<file path="config.mk">
export PLATFORM = sky130hd
export DESIGN_NAME = m_best_move_selector
export DESIGN_NICKNAME = d
export VERILOG_FILES = /design/src/rtl/m_best_move_selector.sv
export SDC_FILE = /design/constraint.sdc
export NUM_CORES = 1
export LEC_CHECK = 0
export CAP_MARGIN = 10
export CORE_MARGIN = 5
export CORE_UTILIZATION = 45
export CTS_CLUSTER_DIAMETER = 150
export DETAILED_ROUTE_END_ITERATION = 12
export PLACE_DENSITY = 0.7
export SLEW_MARGIN = 40
export SYNTH_ARGS = -nofsm -noshare
export SYNTH_HDL_FRONTEND = slang
export SYNTH_SLANG_ARGS = --single-unit
export TNS_END_PERCENT = 100
</file>
<file path="constraint.sdc">
create_clock -name i_clk -period 83.4 [get_ports i_clk]
set_input_delay 12.51 -clock i_clk [delete_from_list [all_inputs] [get_ports i_clk]]
set_output_delay 12.51 -clock i_clk [all_outputs]
set_load 0.02 [all_outputs]
</file>
<file path="src/rtl/m_best_move_selector.sv">
// Best-move selector: scans the seven columns of a 6x7 board one per cycle, scores
// each legal drop with m_evaluation_func and reports the highest-scoring column.
`ifndef FIELD_SIZE
`define FIELD_SIZE 42
`endif
`ifndef COL_COUNT
`define COL_COUNT 7
`endif
`ifndef ROW_COUNT
`define ROW_COUNT 6
`endif

// Static evaluator: a four-in-a-row for the side to move saturates the score,
// otherwise it is a centre-weighted material balance (column weights 1,2,3,4,3,2,1).
module m_evaluation_func (
    input  logic [`FIELD_SIZE-1:0] i_me_field,
    input  logic [`FIELD_SIZE-1:0] i_op_field,
    output logic signed [15:0]     o_score
);
    function automatic logic signed [15:0] col_weight(input int c);
        int d;
        d = (c > 3) ? (c - 3) : (3 - c);
        return 16'(4 - d);
    endfunction

    function automatic logic has_four(input logic [`FIELD_SIZE-1:0] f);
        logic w;
        w = 1'b0;
        for (int r = 0; r < `ROW_COUNT; r++)
            for (int c = 0; c <= `COL_COUNT - 4; c++)
                w = w | (f[r*`COL_COUNT+c] & f[r*`COL_COUNT+c+1] &
                         f[r*`COL_COUNT+c+2] & f[r*`COL_COUNT+c+3]);
        for (int r = 0; r <= `ROW_COUNT - 4; r++)
            for (int c = 0; c < `COL_COUNT; c++)
                w = w | (f[r*`COL_COUNT+c] & f[(r+1)*`COL_COUNT+c] &
                         f[(r+2)*`COL_COUNT+c] & f[(r+3)*`COL_COUNT+c]);
        for (int r = 0; r <= `ROW_COUNT - 4; r++)
            for (int c = 0; c <= `COL_COUNT - 4; c++)
                w = w | (f[r*`COL_COUNT+c] & f[(r+1)*`COL_COUNT+c+1] &
                         f[(r+2)*`COL_COUNT+c+2] & f[(r+3)*`COL_COUNT+c+3]);
        for (int r = 0; r <= `ROW_COUNT - 4; r++)
            for (int c = 3; c < `COL_COUNT; c++)
                w = w | (f[r*`COL_COUNT+c] & f[(r+1)*`COL_COUNT+c-1] &
                         f[(r+2)*`COL_COUNT+c-2] & f[(r+3)*`COL_COUNT+c-3]);
        return w;
    endfunction

    logic signed [15:0] pos_sum;

    always_comb begin
        pos_sum = '0;
        for (int i = 0; i < `FIELD_SIZE; i++) begin
            if (i_me_field[i]) pos_sum = pos_sum + col_weight(i % `COL_COUNT);
            if (i_op_field[i]) pos_sum = pos_sum - col_weight(i % `COL_COUNT);
        end
        o_score = has_four(i_me_field) ? 16'sh7FFF : pos_sum;
    end
endmodule

module m_best_move_selector (
    input  logic                   i_clk,
    input  logic                   i_rst_n,
    input  logic                   i_start,
    input  logic [`FIELD_SIZE-1:0] i_me_field,
    input  logic [`FIELD_SIZE-1:0] i_op_field,
    output logic                   o_busy,
    output logic                   o_done,
    output logic                   o_valid,
    output logic [2:0]             o_best_col,
    output logic signed [15:0]     o_best_score
);
    typedef enum logic [1:0] {IDLE, SCAN, DONE} state_t;

    state_t                  state_q, state_d;
    logic [`FIELD_SIZE-1:0]  me_q, me_d, op_q, op_d;
    logic [2:0]              cnt_q, cnt_d;
    logic [2:0]              best_col_q, best_col_d;
    logic signed [15:0]      best_score_q, best_score_d;
    logic                    found_q, found_d;
    logic                    ev_vld_q, ev_vld_d, ev_legal_q, ev_legal_d;
    logic [2:0]              ev_col_q, ev_col_d;
    logic signed [15:0]      ev_score_q, ev_score_d;
    logic                    out_valid_q, out_valid_d;
    logic [2:0]              out_col_q, out_col_d;
    logic signed [15:0]      out_score_q, out_score_d;

    logic [`FIELD_SIZE-1:0]  occ, cand_field;
    logic [2:0]              scan_col;
    logic                    col_legal, take;
    int                      col_i, drop_row;
    logic signed [15:0]      eval_score;

    m_evaluation_func u_eval (
        .i_me_field (cand_field),
        .i_op_field (op_q),
        .o_score    (eval_score)
    );

    always_comb begin
        occ      = me_q | op_q;
        scan_col = (cnt_q == 3'd7) ? 3'd0 : cnt_q;
        col_i    = int'(scan_col);
        col_legal = (cnt_q != 3'd7) && !occ[col_i];
        drop_row = 0;
        for (int r = 0; r < `ROW_COUNT; r++)
            if (!occ[r*`COL_COUNT+col_i]) drop_row = r;
        cand_field = col_legal ? (me_q | (`FIELD_SIZE'(1) << (drop_row*`COL_COUNT + col_i)))
                               : me_q;
        take = ev_vld_q && ev_legal_q && (!found_q || (ev_score_q > best_score_q));
    end

    // The evaluator output is registered (ev_*) and compared one cycle later, so the
    // scan spends one extra cycle at counter 7 draining the last column's score.
    always_comb begin
        state_d      = state_q;
        me_d         = me_q;
        op_d         = op_q;
        cnt_d        = cnt_q;
        best_col_d   = best_col_q;
        best_score_d = best_score_q;
        found_d      = found_q;
        ev_vld_d     = 1'b0;
        ev_legal_d   = ev_legal_q;
        ev_col_d     = ev_col_q;
        ev_score_d   = ev_score_q;
        out_valid_d  = out_valid_q;
        out_col_d    = out_col_q;
        out_score_d  = out_score_q;
        case (state_q)
            IDLE: begin
                if (i_start) begin
                    state_d      = SCAN;
                    me_d         = i_me_field;
                    op_d         = i_op_field;
                    cnt_d        = 3'd0;
                    best_col_d   = 3'd7;
                    best_score_d = 16'sh8000;
                    found_d      = 1'b0;
                end
            end
            SCAN: begin
                if (take) begin
                    best_col_d   = ev_col_q;
                    best_score_d = ev_score_q;
                    found_d      = 1'b1;
                end
                ev_col_d   = cnt_q;
                ev_legal_d = col_legal;
                ev_score_d = eval_score;
                if (cnt_q == 3'd7) begin
                    state_d     = DONE;
                    out_valid_d = found_d;
                    out_col_d   = best_col_d;
                    out_score_d = best_score_d;
                end else begin
                    ev_vld_d = 1'b1;
                    cnt_d    = cnt_q + 3'd1;
                end
            end
            DONE: begin
                state_d = IDLE;
                cnt_d   = 3'd0;
            end
            default: state_d = IDLE;
        endcase
    end

    always_ff @(posedge i_clk or negedge i_rst_n) begin
        if (!i_rst_n) begin
            state_q      <= IDLE;
            me_q         <= '0;
            op_q         <= '0;
            cnt_q        <= 3'd0;
            best_col_q   <= 3'd7;
            best_score_q <= 16'sh8000;
            found_q      <= 1'b0;
            ev_vld_q     <= 1'b0;
            ev_legal_q   <= 1'b0;
            ev_col_q     <= 3'd0;
            ev_score_q   <= '0;
            out_valid_q  <= 1'b0;
            out_col_q    <= 3'd7;
            out_score_q  <= 16'sh8000;
        end else begin
            state_q      <= state_d;
            me_q         <= me_d;
            op_q         <= op_d;
            cnt_q        <= cnt_d;
            best_col_q   <= best_col_d;
            best_score_q <= best_score_d;
            found_q      <= found_d;
            ev_vld_q     <= ev_vld_d;
            ev_legal_q   <= ev_legal_d;
            ev_col_q     <= ev_col_d;
            ev_score_q   <= ev_score_d;
            out_valid_q  <= out_valid_d;
            out_col_q    <= out_col_d;
            out_score_q  <= out_score_d;
        end
    end

    assign o_busy       = (state_q != IDLE);
    assign o_done       = (state_q == DONE);
    assign o_valid      = out_valid_q;
    assign o_best_col   = out_col_q;
    assign o_best_score = out_score_q;
endmodule
</file>
Word level (Yosys, flattened, before mapping):

Index checks and enable logic that the tools add are counted.

* register bits: 150

* $add $sub $neg: 90
* multipliers: 1
* $lt $le $gt $ge: 7
* equal/unequal tests: 7
* shift operators: 1
* multiplexer cells: 126
* bitwise operators: 277
* reductions and logical operators: 15

Operators by type and width (number)
* $mux W16: 86
* $add A16 B3 Y16 const B: 24
* $sub A16 B3 Y16 const B: 24
* $and A1 B1 Y1: 207
* $add A16 B2 Y16 const B: 11
* $sub A16 B2 Y16 const B: 11
* $add A16 B4 Y16 const B: 6
* $mux W32: 3
* $sub A16 B4 Y16 const B: 6
* $or A42 B42 Y42: 2
* $or A1 B1 Y1: 68
* $mux W42: 1
* $shl A1 B32 Y42 const A: 1
* $add A32 B4 Y32: 1
* $mul A32 B4 Y32 const B: 1
* $pmux W16 S2: 1
* $bmux W1 S6: 5
* $mux W1: 17
* $gt A16 B16 Y1: 1
* $mux W3: 5
* $lt A6 B7 Y1 const B: 2
* $add A5 B3 Y6 const A: 2
* $pmux W3 S3: 1
* $reduce_and A2 Y1: 4
* other kinds (26): 34

Longest topological paths before layout:

* depth in word-level cells: 184
* mapped depth: 198
* gate-level depth less buffers: 193

Hierarchy:

A second synthesis with hierarchy kept.

* cell total of the unflattened synthesis: 6605
* area, all modules: 48227.5 µm²

Modules (own cells, without submodules)
* m_evaluation_func: times used 1, cells an instance 5684, area each 40044.7 µm²
* m_best_move_selector: times used 1, cells an instance 921, area each 8182.8 µm²

Least setup slack after synthesis:

No wires, ideal clock.

* path type: flip-flop to flip-flop
* start point: reg cnt_q[0]
* end point: reg ev_score_q[15]
* setup time: 0.132 ns
* arrival: 40.520 ns
* setup slack: 42.748 ns
* cell stages (with the launch flop): 192
* path buffers: 5
* clock period less this slack: 40.652 ns
* path through: dfrtp_1 > ha_1 > ha_1 > and2b_4 > inv_2 > buf_6 > clkbuf_1 > ha_1 > xnor2_1 > a221oi_1 > o31ai_1 > a311oi_1 > o221ai_2 > buf_6 > a21oi_2 > inv_2 > ha_1 > xor2_1 > [156 not listed] > mux2i_1 > xnor3_1 > xnor2_1 > nor3b_1 > xnor3_1 > xnor2_1 > nor3_1 > xor3_2 > xnor3_2 > xnor2_2 > xnor2_2 > or3b_1 > a21oi_1 > xnor2_1 > and4b_1 > o21ai_1 > xnor3_1 > o21ai_1

* word-level cells in the longest chain between the ends: 184

RTL lines
* start: declaration: RTL line 76 `logic [2:0] cnt_q, cnt_d;`
* start signal: assignment: RTL line 188 `cnt_q <= cnt_d;`
* $eq A3 B3 Y1: RTL line 101 `scan_col = (cnt_q == 3'd7) ? 3'd0 : cnt_q;`
* $mux W3: RTL line 101
* $add A3 B3 Y4: RTL line 106 `` if (!occ[r*`COL_COUNT+col_i]) drop_row = r; ``
* $bmux W1 S6: RTL line 106
* $mux W1 (3 in series): RTL line 106
* $mux W2: RTL line 106
* $mux W32 (3 in series): RTL line 106
* $mul A32 B4 Y32 (no source line)
* [164 not listed]
* $mux W16: RTL line 53 `` if (i_me_field[i]) pos_sum = pos_sum + col_weight(i % `COL_COUNT); ``
* $sub A16 B3 Y16: RTL line 54 `` if (i_op_field[i]) pos_sum = pos_sum - col_weight(i % `COL_COUNT); ``
* $mux W16: RTL line 54
* $add A16 B2 Y16: RTL line 53
* $mux W16: RTL line 53
* $sub A16 B2 Y16: RTL line 54
* $mux W16: RTL line 54
* $mux W16 (*): RTL line 56 `o_score = has_four(i_me_field) ? 16'sh7FFF : pos_sum;`
* end signal: assignment: RTL line 195 `ev_score_q <= ev_score_d;`
* end: declaration: RTL line 82 `logic signed [15:0] ev_score_q, ev_score_d;`

Mark *: on every way between the ends. The rest lies on a longest branch, timed or not. The select of a mux whose other input is x is not followed.
A chain may end at the register's enable or synchronous reset.

Worst setup path after layout:

* start point: reg cnt_q[1]
* end point: reg ev_score_q[15]

The elaborated chain is that of the path after synthesis.

==> results.txt <==
remaining number of nets flagged by the antenna check after routing: 0
drc violations: 0
synthesized instance count: 6325
Critical Path Sink Type: flop
post-synthesis cell type count: 148
area share of the largest cell type after synthesis: 0.103
hpwl dp: 107000 µm
Max-slew headroom: 0.412
via density per instance: 5.96
register bit count reported by yosys: 150
CTS sink cnt: 150
Ports: 109
clock skew: 22.5 ps
Critical Path Slowest Stage Cell: sky130_fd_sc_hd__dfrtp_1
initial core utilization: 0.453
largest driver fanout on the critical path: 22
setup repair after global routing missed its margin: no
combined area of all synthesized cells: 46900 µm²
total routing usage reported by global routing: 0.226
Post-synth EDFFs: 0
Avg WL per Cell: 17.2 µm
Critical Path Max Stage Delay: 770 ps
average cell area after synthesis: 7.41 µm²
count of standard-cell rows: 118
number of optimization iterations in the first detailed-route pass: 6
clock root buffer: sky130_fd_sc_hd__clkbuf_16
buffer depth of the longest clock path: 2
DIE WIDTH: 333 µm
first-pass GRT wire length: 216000 µm
initial drt markers: 3234
Post-CTS Setup Repair Bufs: 0
async set or reset register ratio after synthesis: 1.00
full die area: 111000 µm²
final hold slack: 481 ps
run status: finished clean
final setup violation count: 0
Main synth FF type: sky130_fd_sc_hd__dfrtp_1
kind of start point of the critical path: flop
number of maximum-capacitance constraint violations: 0
cell types occupying the most area after synthesis: sky130_fd_sc_hd__xnor2_1 10%, sky130_fd_sc_hd__dfrtp_1 7.6%, sky130_fd_sc_hd__nand2_1 6.8%
largest net degree at the start of global routing: 80
area occupied by registers: 3760 µm²
final clock period utilization by the worst path: 0.562
worst min path class: reg2reg
count of final hold-check violations: 0
Worst EP required: 83810 ps
aggregate routed wire length: 132000 µm
number of instances resized during post-cts repair: 0
total number of H-tree levels: 4
post-synth net total: 6532
RD Place Congestion: 0.919
die span in y: 333 µm
later-pin clock latency in the skew report: 500 ps
area of the multi-input gates: 41700 µm²
Setup Total Neg Slack: 0 ps
worst endpoint data arrival time: 47300 ps
Slew @ Worst Pin: 880 ps
number of antenna repair diodes: 0
share of synthesized area occupied by flip-flops and latches: 0.0803
fill count: 10.2k
hold buffer count at cts: 0
number of buffer and inverter stages on the critical path: 12
antenna violations before repair: 0
TritonCTS clock tree: yes
Nets: 6507
Crit path max-delay family: adder cells
post-synth top area cell: sky130_fd_sc_hd__xnor2_1
aggregate global routing overflow: 0
PortBufs: 108
Core ar.: 103000 µm²
clock transition at the registers of the reported paths: 90 ps
number of global-route vias before repair: 42.9k
total vias in the final route: 45.8k
class of the most critical setup path: reg2reg
most frequent cell on the critical path: sky130_fd_sc_hd__ha_1
clock period minus final worst setup slack: 46890 ps
number of buffers created by CTS: 17
fraction of final layout cells with drive strength greater than 1: 0.0754
yosys warns: 0
area growth from synthesis to final layout: 6.53%
Max Clock Freq: 0.0213 GHz
number of max-slew violations in the final report: 0
## state kept, by name, indices dropped and copies added, names as in the netlist, 2 cells and up
name / cells
best_col_q: 3
best_score_q: 16
cnt_q: 3
ev_col_q: 3
ev_score_q: 16
me_q: 42
o_best_col: 3
o_best_score: 16
op_q: 42
state_q: 2
## through the flow
| step | std cells | worst slack (ps) | cell area [µm²] | util |
|---|---|---|---|---|
| 3_3_place_gp | 7661 | 38740 | 49200 | 0.475 |
| 6_report | 7693 | 36510 | 50000 | 0.483 |
| 5_1_grt | 7693 | 32700 | 50000 | 0.483 |
| 4_1_cts | 7693 | 36660 | 49900 | 0.482 |
| 3_5_place_dp | 7661 | 36940 | 49300 | 0.476 |
| 2_1_floorplan | 6325 | 42750 | 46900 | - |
## layer usage
metal  track usage  up-vias  wire (µm)  share of wire
met5             0        -          0              0
met4        0.0405        0       1960          0.015
met3        0.0269      128       6930          0.052
met2         0.375     1085      59700           0.45
met1         0.320    21711      63500           0.48
li1              -    22919          -              -
## cells in the final DEF, fill, tap and decap left out, types with 52 or more instances in the layout
| cell | n |
|---|---|
| sky130_fd_sc_hd__inv_1 | 196 |
| sky130_fd_sc_hd__ha_1 | 118 |
| sky130_fd_sc_hd__nand2_1 | 847 |
| sky130_fd_sc_hd__clkdlybuf4s50_1 | 107 |
| sky130_fd_sc_hd__nor4_1 | 60 |
| sky130_fd_sc_hd__o22ai_1 | 52 |
| sky130_fd_sc_hd__nand2b_1 | 102 |
| sky130_fd_sc_hd__and3_1 | 127 |
| sky130_fd_sc_hd__xnor3_1 | 115 |
| sky130_fd_sc_hd__a21oi_1 | 318 |
| sky130_fd_sc_hd__dfrtp_1 | 141 |
| sky130_fd_sc_hd__nor3b_1 | 57 |
| sky130_fd_sc_hd__and2_1 | 124 |
| sky130_fd_sc_hd__a21o_1 | 58 |
| sky130_fd_sc_hd__nor2_1 | 544 |
| sky130_fd_sc_hd__mux2i_1 | 191 |
| sky130_fd_sc_hd__or3_1 | 90 |
| sky130_fd_sc_hd__xnor2_2 | 65 |
| sky130_fd_sc_hd__o21ai_0 | 251 |
| sky130_fd_sc_hd__o31ai_1 | 54 |
| sky130_fd_sc_hd__nand4_1 | 68 |
| sky130_fd_sc_hd__o211ai_1 | 55 |
| sky130_fd_sc_hd__nor2b_1 | 101 |
| sky130_fd_sc_hd__a211oi_1 | 67 |
| sky130_fd_sc_hd__a31oi_1 | 63 |
| sky130_fd_sc_hd__nor3_1 | 263 |
| sky130_fd_sc_hd__nand3_1 | 241 |
| sky130_fd_sc_hd__or2_2 | 63 |
| sky130_fd_sc_hd__xnor2_1 | 550 |
| sky130_fd_sc_hd__xor2_1 | 258 |
## cell families (layout without fill, tap and decap cells)
logic type | count (synthesis) | count (layout) | share of synthesized area
adder cells (fa/ha/maj) | 122 | 122 | 0.0328
buffers and inverters | 398 | 386 | 0.0336
AND/OR/NAND/NOR | 2906 | 2906 | 0.312
XOR/XNOR | 1084 | 1084 | 0.275
multiplexers | 254 | 254 | 0.0583
AO/OA/AOI/OAI | 1411 | 1411 | 0.208
flip-flops | 150 | 150 | 0.0803
## worst min-delay path, delay by kind of cell, from the launching register on
| kind | cells | cell delay (ps) |
|---|---|---|
| DFF | 1 | 370 |
| and+or+nand+nor | 1 | 40 |
| AOI/OAI and AO/OA | 1 | 60 |
## final timing paths
check	from	end	slack (ps)	cells past startpoint
setup / recovery	cnt_q[1]	ev_score_q[15]	36510	187
hold / removal	o_best_col[0]	o_best_col[0]	480	2
setup reg to reg	cnt_q[1]	ev_score_q[15]	36510	187
hold reg to reg	o_best_col[0]	o_best_col[0]	480	2
max in group asynchronous	i_rst_n	op_q[15]	70550	2
min in group asynchronous	i_rst_n	ev_score_q[15]	11910	1
## cells in the mapped netlist, types with 41 or more instances
master,count
sky130_fd_sc_hd__o31ai_1,55
sky130_fd_sc_hd__a21o_1,58
sky130_fd_sc_hd__nor2b_1,102
sky130_fd_sc_hd__or3_1,90
sky130_fd_sc_hd__clkbuf_1,142
sky130_fd_sc_hd__ha_1,118
sky130_fd_sc_hd__o22ai_1,52
sky130_fd_sc_hd__o21a_1,43
sky130_fd_sc_hd__inv_1,196
sky130_fd_sc_hd__o211ai_1,55
sky130_fd_sc_hd__a211oi_1,68
sky130_fd_sc_hd__nor3_1,267
sky130_fd_sc_hd__and3_1,127
sky130_fd_sc_hd__dfrtp_1,142
sky130_fd_sc_hd__mux2_2,41
sky130_fd_sc_hd__nor2_1,544
sky130_fd_sc_hd__or2_2,63
sky130_fd_sc_hd__a21oi_1,324
sky130_fd_sc_hd__o21ai_0,251
sky130_fd_sc_hd__mux2i_1,192
sky130_fd_sc_hd__and2_1,125
sky130_fd_sc_hd__nand2b_1,102
sky130_fd_sc_hd__xnor3_1,115
sky130_fd_sc_hd__xnor2_1,553
sky130_fd_sc_hd__nor3b_1,58
sky130_fd_sc_hd__nor4_1,60
sky130_fd_sc_hd__xnor2_2,62
sky130_fd_sc_hd__xor2_1,258
sky130_fd_sc_hd__a31oi_1,64
sky130_fd_sc_hd__nand3_1,241
sky130_fd_sc_hd__nand2_1,848
sky130_fd_sc_hd__nand4_1,68
## final cells by class
cell class | instances | share of cell area
Timing Repair Buffer | 150 | 0.0282
Tap cell | 1380 | 0.0346
Sequential cell | 150 | 0.0754
Clock buffer | 19 | 0.00887
Inverter | 204 | 0.0153
Clock inverter | 13 | 0.00316
Multi-Input combinational cell | 5777 | 0.835
Power is not shown: default switching activity piles up to over one toggle a cycle in this logic, so the estimate is an artifact.
